## src/rtl/m68k_bus_pkg.sv

```systemverilog
`default_nettype none
// +------------------------------------------------------------------------+
// | m68k_bus_pkg                                                           |
// | FSM encoding, region index names and per-PCB default decode tables.    |
// | Revision: 1.0                                                          |
// +------------------------------------------------------------------------+
package m68k_bus_pkg;

    localparam logic [2:0] ST_IDLE  = 3'd0;
    localparam logic [2:0] ST_MATCH = 3'd1;
    localparam logic [2:0] ST_WAIT  = 3'd2;
    localparam logic [2:0] ST_ACK   = 3'd3;
    localparam logic [2:0] ST_MISS  = 3'd4;
    localparam logic [2:0] ST_BERR  = 3'd5;

    localparam int REG_PROG_ROM   = 0;
    localparam int REG_RAM        = 1;
    localparam int REG_SHARED_RAM = 2;
    localparam int REG_VDP        = 3;
    localparam int REG_IO         = 4;
    localparam int PCB_REGIONS    = 5;

    // Flat tables, region 0 in the least significant slot (24-bit address, 4-bit waits).
    localparam logic [PCB_REGIONS*24-1:0] TRUXTON_BASE =
        {24'h1C0000, 24'h140000, 24'h180000, 24'h080000, 24'h000000};
    localparam logic [PCB_REGIONS*5-1:0]  TRUXTON_WIDTH =
        {5'd6, 5'd4, 5'd12, 5'd14, 5'd18};
    localparam logic [PCB_REGIONS*4-1:0]  TRUXTON_WAIT =
        {4'd0, 4'd1, 4'd1, 4'd0, 4'd0};
    localparam logic [PCB_REGIONS-1:0]    TRUXTON_EN = 5'b11111;

    localparam logic [PCB_REGIONS*24-1:0] RALLYBIKE_BASE =
        {24'h1C0000, 24'h140000, 24'h100000, 24'h080000, 24'h000000};
    localparam logic [PCB_REGIONS*5-1:0]  RALLYBIKE_WIDTH =
        {5'd6, 5'd4, 5'd12, 5'd14, 5'd19};
    localparam logic [PCB_REGIONS*4-1:0]  RALLYBIKE_WAIT =
        {4'd0, 4'd2, 4'd1, 4'd0, 4'd1};
    localparam logic [PCB_REGIONS-1:0]    RALLYBIKE_EN = 5'b11111;

endpackage
`default_nettype wire

```

## src/rtl/region_match.sv

```systemverilog
`default_nettype none
// +------------------------------------------------------------------------+
// | region_match                                                           |
// | Combinational region compare with lowest-index priority encoder.       |
// | Revision: 1.0                                                          |
// +------------------------------------------------------------------------+
module region_match #(
    parameter int N_REGIONS = 32,
    parameter int ADDR_W    = 24
) (
    input  logic [ADDR_W-1:0]           i_addr,
    input  logic [N_REGIONS*ADDR_W-1:0] i_region_base,
    input  logic [N_REGIONS*5-1:0]      i_region_width,
    input  logic [N_REGIONS-1:0]        i_region_en,
    output logic                        o_hit,
    output logic [5:0]                  o_idx
);

    localparam logic [5:0] c_addr_w = 6'(ADDR_W);

    logic [N_REGIONS-1:0] w_hits;

    for (genvar g = 0; g < N_REGIONS; g++) begin : g_cmp
        logic [4:0]        w_width;
        logic [ADDR_W-1:0] w_base;
        assign w_width   = i_region_width[g*5 +: 5];
        assign w_base    = i_region_base[g*ADDR_W +: ADDR_W];
        // A width covering the whole bus turns the region into a catch-all.
        assign w_hits[g] = i_region_en[g] &&
                           (({1'b0, w_width} >= c_addr_w) ||
                            ((i_addr >> w_width) == (w_base >> w_width)));
    end

    always_comb begin
        o_hit = 1'b0;
        o_idx = '0;
        for (int i = N_REGIONS - 1; i >= 0; i--) begin
            if (w_hits[i]) begin
                o_hit = 1'b1;
                o_idx = 6'(i);
            end
        end
    end

endmodule
`default_nettype wire

```

## src/rtl/m68k_region_decoder.sv

```systemverilog
`default_nettype none
// +------------------------------------------------------------------------+
// | m68k_region_decoder                                                    |
// | Table-driven 68K chip-select decode with wait states, DTACK and BERR.  |
// | Revision: 1.0                                                          |
// +------------------------------------------------------------------------+
module m68k_region_decoder
    import m68k_bus_pkg::*;
#(
    parameter int N_REGIONS = 32,
    parameter int ADDR_W    = 24,
    parameter int WAIT_W    = 4,
    parameter int TIMEOUT   = 255
) (
    input  logic                        clk_sys,
    input  logic                        reset_n,
    input  logic [ADDR_W-1:0]           cpu_a,
    input  logic                        cpu_as_n,
    input  logic [N_REGIONS*ADDR_W-1:0] region_base,
    input  logic [N_REGIONS*5-1:0]      region_width,
    input  logic [N_REGIONS*WAIT_W-1:0] region_wait,
    input  logic [N_REGIONS-1:0]        region_en,
    output logic [N_REGIONS-1:0]        cs,
    output logic [5:0]                  region_idx,
    output logic                        cycle_start,
    output logic                        dtack_n,
    output logic                        berr_n
);

    localparam int TCNT_W = $clog2(TIMEOUT + 1);

    logic [2:0]           r_state,   w_state_nxt;
    logic [ADDR_W-1:0]    r_addr,    w_addr_nxt;
    logic [WAIT_W-1:0]    r_wcnt,    w_wcnt_nxt;
    logic [TCNT_W-1:0]    r_tcnt,    w_tcnt_nxt;
    logic [N_REGIONS-1:0] r_cs,      w_cs_nxt;
    logic [5:0]           r_idx,     w_idx_nxt;
    logic                 r_start,   w_start_nxt;
    logic                 r_dtack_n, w_dtack_nxt;
    logic                 r_berr_n,  w_berr_nxt;

    logic                 w_hit;
    logic [5:0]           w_match_idx;
    logic [WAIT_W-1:0]    w_wait_sel;
    logic [N_REGIONS-1:0] w_onehot;

    region_match #(
        .N_REGIONS (N_REGIONS),
        .ADDR_W    (ADDR_W)
    ) u_region_match (
        .i_addr         (r_addr),
        .i_region_base  (region_base),
        .i_region_width (region_width),
        .i_region_en    (region_en),
        .o_hit          (w_hit),
        .o_idx          (w_match_idx)
    );

    always_comb begin
        w_wait_sel = '0;
        w_onehot   = '0;
        for (int i = 0; i < N_REGIONS; i++) begin
            if (w_match_idx == 6'(i)) begin
                w_wait_sel  = region_wait[i*WAIT_W +: WAIT_W];
                w_onehot[i] = 1'b1;
            end
        end
    end

    always_comb begin
        w_state_nxt = r_state;
        w_addr_nxt  = r_addr;
        w_wcnt_nxt  = r_wcnt;
        w_tcnt_nxt  = r_tcnt;
        w_cs_nxt    = r_cs;
        w_idx_nxt   = r_idx;
        w_start_nxt = 1'b0;
        w_dtack_nxt = r_dtack_n;
        w_berr_nxt  = r_berr_n;

        case (r_state)
            ST_IDLE: begin
                if (!cpu_as_n) begin
                    w_addr_nxt  = cpu_a;
                    w_state_nxt = ST_MATCH;
                end
            end
            ST_MATCH: begin
                if (cpu_as_n) begin
                    w_state_nxt = ST_IDLE;
                end else if (w_hit) begin
                    w_cs_nxt    = w_onehot;
                    w_idx_nxt   = w_match_idx;
                    w_start_nxt = 1'b1;
                    w_wcnt_nxt  = w_wait_sel;
                    if (w_wait_sel == '0) begin
                        w_state_nxt = ST_ACK;
                        w_dtack_nxt = 1'b0;
                    end else begin
                        w_state_nxt = ST_WAIT;
                    end
                end else begin
                    w_tcnt_nxt  = TCNT_W'(TIMEOUT);
                    w_state_nxt = ST_MISS;
                end
            end
            ST_WAIT: begin
                w_wcnt_nxt = r_wcnt - WAIT_W'(1);
                if (cpu_as_n) begin
                    w_state_nxt = ST_IDLE;
                end else if (r_wcnt == WAIT_W'(1)) begin
                    w_state_nxt = ST_ACK;
                    w_dtack_nxt = 1'b0;
                end
            end
            ST_ACK: begin
                if (cpu_as_n) w_state_nxt = ST_IDLE;
            end
            ST_MISS: begin
                w_tcnt_nxt = r_tcnt - TCNT_W'(1);
                if (cpu_as_n) begin
                    w_state_nxt = ST_IDLE;
                end else if (r_tcnt == TCNT_W'(1)) begin
                    w_state_nxt = ST_BERR;
                    w_berr_nxt  = 1'b0;
                end
            end
            ST_BERR: begin
                if (cpu_as_n) w_state_nxt = ST_IDLE;
            end
            default: w_state_nxt = ST_IDLE;
        endcase

        // Every path into IDLE (abort or normal completion) drops the bus outputs.
        if (w_state_nxt == ST_IDLE) begin
            w_cs_nxt    = '0;
            w_dtack_nxt = 1'b1;
            w_berr_nxt  = 1'b1;
        end
    end

    always_ff @(posedge clk_sys) begin
        if (!reset_n) begin
            r_state   <= ST_IDLE;
            r_addr    <= '0;
            r_wcnt    <= '0;
            r_tcnt    <= '0;
            r_cs      <= '0;
            r_idx     <= '0;
            r_start   <= 1'b0;
            r_dtack_n <= 1'b1;
            r_berr_n  <= 1'b1;
        end else begin
            r_state   <= w_state_nxt;
            r_addr    <= w_addr_nxt;
            r_wcnt    <= w_wcnt_nxt;
            r_tcnt    <= w_tcnt_nxt;
            r_cs      <= w_cs_nxt;
            r_idx     <= w_idx_nxt;
            r_start   <= w_start_nxt;
            r_dtack_n <= w_dtack_nxt;
            r_berr_n  <= w_berr_nxt;
        end
    end

    assign cs          = r_cs;
    assign region_idx  = r_idx;
    assign cycle_start = r_start;
    assign dtack_n     = r_dtack_n;
    assign berr_n      = r_berr_n;

endmodule
`default_nettype wire

```

## config.mk

```make
export PLATFORM = sky130hd
export DESIGN_NAME = m68k_region_decoder
export DESIGN_NICKNAME = d
export VERILOG_FILES = /design/src/rtl/m68k_bus_pkg.sv /design/src/rtl/region_match.sv /design/src/rtl/m68k_region_decoder.sv
export SDC_FILE = /design/constraint.sdc
export NUM_CORES = 2
export LEC_CHECK = 0
export ABC_AREA = 1
export ABC_CLOCK_PERIOD_IN_PS = 13300
export BUFFER_PORTS_ARGS = -buffer_cell sky130_fd_sc_hd__buf_2
export CAP_MARGIN = 5
export CELL_PAD_IN_SITES_DETAIL_PLACEMENT = 1
export CELL_PAD_IN_SITES_GLOBAL_PLACEMENT = 1
export CORE_AREA = 2 2 454 456
export CTS_CLUSTER_DIAMETER = 150
export CTS_CLUSTER_SIZE = 20
export DETAILED_ROUTE_END_ITERATION = 8
export DIE_AREA = 0 0 456 458
export PLACE_DENSITY_LB_ADDON = 0.25
export SLEW_MARGIN = 20
export SYNTH_ARGS = -nofsm -noshare
export SYNTH_HDL_FRONTEND = slang
export SYNTH_SLANG_ARGS = --single-unit
```

## constraint.sdc

```tcl
create_clock -name clk_sys -period 13.3 [get_ports clk_sys]
set_input_delay 0.665 -clock clk_sys [delete_from_list [all_inputs] [get_ports clk_sys]]
set_output_delay 0.665 -clock clk_sys [all_outputs]
set_load 0.05 [all_outputs]
```

==> results.md <==
* Final WL at 345,000 um
* Routed wire per std cell at 24.7 um
* Post-CTS setup buffers at 0
* Arrival time worst endpoint at 9.63 ns
* # resized after CTS at 0
* Post-Syn Nets at 11,800
* Mapped cell area at 0.0536 mm2
* Share of cells above drive strength 1 at 0.137
* Setup crit end kind: flip-flop
* Dpl ws at 3.85 ns
* Endpoints failing hold at 0
* Total clock sinks at 79
* Vias/cell at 5.41
* Initial core utilization at 0.263
* Root Driver: clkbuf_16
* Most common cell in the netlist: nand2_1
* Unrepaired setup endpoints after global routing: no
* Cells after synthesis at 10,700
* Post-synth EDFFs at 0
* Synth top area share at 0.281
* First DRT Iteration DRCs at 5,508
* Num CTS Buffers at 9
* CP max stage cell: clkinv_2
* Worst-Margin Slew at 1.15 ns
* Die H at 458 um
* Synth Warn # at 0
* Synthesized area per cell at 5.00 um2
* Top cells by count, synth: nand2_1, o21ai_0, inv_1
* Fmax at 107 MHz
* Post-synthesis register bit count at 79
* Max_cap viols at 0
* Total core area at 0.204 mm2
* Power Dens Cells at 61.3 mW/mm2
* Layout area overhead at 12.2%
* CTS hold repair buffers at 0
* Fillcell total at 28,600
* CTS max path bufs at 2
* Grt ovf at 0
* Async SR Flop Fraction at 0
* Clock Skew at 0.0111 ns
* PnR worst setup slack at 3.95 ns
* Clock slew at reported path FFs at 0.07 ns
* Vias in the first global route at 73,400
* Slew Viols, Final at 0
* Post-synthesis cell type count at 86
* Placed Cells at 13,900
* Port Buf Inserts at 1,154
* Post-Layout Cell Count at 14,000
* Post-layout min period at 9.35 ns
* Hold Crit Class: reg2reg
* Ys flop type: dfxtp_1
* CP required at 13.58 ns
* Chip Width at 456 um
* Relative slew slack at 0.232
* Initial antenna violation count at 140
* Crit Path Max Fanout at 32
* Leak at 0.0295 uW
* Placer Congestion at 0.962
* DRC at 0
* Most common cell on crit path: nand2_1
* Maximum vdd drop at 63.7 uV
* Final period util at 0.703
* Max incr delay on CP at 0.82 ns
* H-tree levels at 3
* Most area-consuming cells after synthesis: nand2_1, o21ai_0, xnor2_1
* Total track usage at 0.313
* First-pass GRT wire length at 494,000 um
* DP Wirelength at 264,000 um
* First-pass DRT Iterations at 5
* Power Total at 3690 uW
* Cell type with the largest total area after synthesis: nand2_1
* Final #Nets at 12,300
* Largest net degree at the start of global routing at 79
* I/O pin cnt at 1,156
* Setup CP Type: reg2reg
* Antenna Nets Post-Route at 0
* Setup TNS at 0 ns
* Clock network latency to the later pin of the worst-skew pair at 0.37 ns
* CTS tree: built
* Startpoint Class: flip-flop
* Placed inst area at 0.0596 mm2
* Routed vias at 75,700
* Final instance area at 0.0601 mm2
* Status: completed
* # rows at 166
* Endpoints failing setup at 0
* Seq/Total Area, Yosys at 0.0295
* Die area at 0.209 mm2
==> stage by stage <==
step | hold WS, ns | util
6_report | 0.481 | 0.295
4_1_cts | 0.480 | 0.294
2_1_floorplan | 0.464 | -
5_1_grt | 0.522 | 0.295
3_5_place_dp | 0.462 | 0.293
3_3_place_gp | 0.451 | 0.293
==> worst max-delay path, delay by kind of cell, from the launching register on <==
family | cells | cell delay [ns]
buffers and inverters | 3 | 1.07
AOI/OAI and AO/OA | 7 | 2.19
DFF | 1 | 0.68
and+or+nand+nor | 41 | 5.25
==> layer usage <==
layer | vias up | global-route usage | share of wire
met5 | - | 0 | 0.00056
met4 | 30 | 0.187 | 0.065
met3 | 612 | 0.0297 | 0.046
met2 | 2342 | 0.527 | 0.47
met1 | 36400 | 0.386 | 0.42
li1 | 36400 | - | -
==> worst paths after layout <==
check / to / slack, ns / cells past startpoint / start
setup / recovery: cs[0] / 3.95 / 51 / r_addr[16]
hold / removal: dtack_n / 0.48 / 2 / dtack_n
setup reg to reg: cs[0] / 3.95 / 51 / r_addr[16]
hold reg to reg: dtack_n / 0.48 / 2 / dtack_n
==> cell usage in the layout (no fill, tap or decap), types with 16 or more instances in the layout <==
cell	n
nand2_1	4014
o21ai_0	1633
buf_2	1153
inv_1	784
nand3_1	503
a21oi_1	435
o21ai_1	424
xnor2_1	373
nor2_1	358
mux2i_1	196
xor2_1	179
o211ai_1	145
buf_4	97
or2_2	93
nand4_1	87
diode_2	81
dfxtp_1	58
nor3_1	54
inv_2	46
a31oi_1	45
o2111ai_1	34
nor2_4	33
o21a_1	27
a211oi_1	27
o21ai_2	26
o22ai_1	25
dfxtp_4	21
a221oi_1	20
clkinv_1	20
or2_1	19
nand3b_1	16
==> power breakdown <==
| part | leakage, uW | internal, uW | switching [uW] | total, uW |
|---|---|---|---|---|
| registers | 0.000657 | 251 | 68.4 | 319 |
| logic | 0.0287 | 961 | 2140 | 3100 |
| clock network | 0.000140 | 145 | 119 | 264 |
==> state kept, by name, indices dropped and copies added, names as in the netlist <==
register and cells:
cs 32, r_addr 24, r_tcnt 8, region_idx 5, r_wcnt 4, r_state 3
berr_n 1, cycle_start 1, dtack_n 1
==> final cells by class <==
cell class	instances	area [um2]	share of cell area
multi-input combinational	9007	44800	0.746
sequential	79	1660	0.0276
clock buffer	10	229	0.00381
inverter	867	3290	0.0547
clock inverter	4	56.3	0.000937
tap	2688	3360	0.0559
antenna	81	203	0.00337
timing repair buffer	1250	6500	0.108
==> cell families (layout without fill, tap and decap cells) <==
| kind of cell | Yosys count | count (layout) | share of synthesized area |
|---|---|---|---|
| compound gates | 2985 | 2985 | 0.306 |
| xor+xnor | 552 | 552 | 0.0902 |
| buf+inv | 1639 | 2131 | 0.134 |
| simple gates | 5269 | 5269 | 0.402 |
| other cells | 1 | 82 | 0.0000700 |
| flops | 79 | 79 | 0.0295 |
| fa+ha+maj | 4 | 4 | 0.000934 |
| mux | 196 | 196 | 0.0366 |
(Power assumes the default switching activity.)
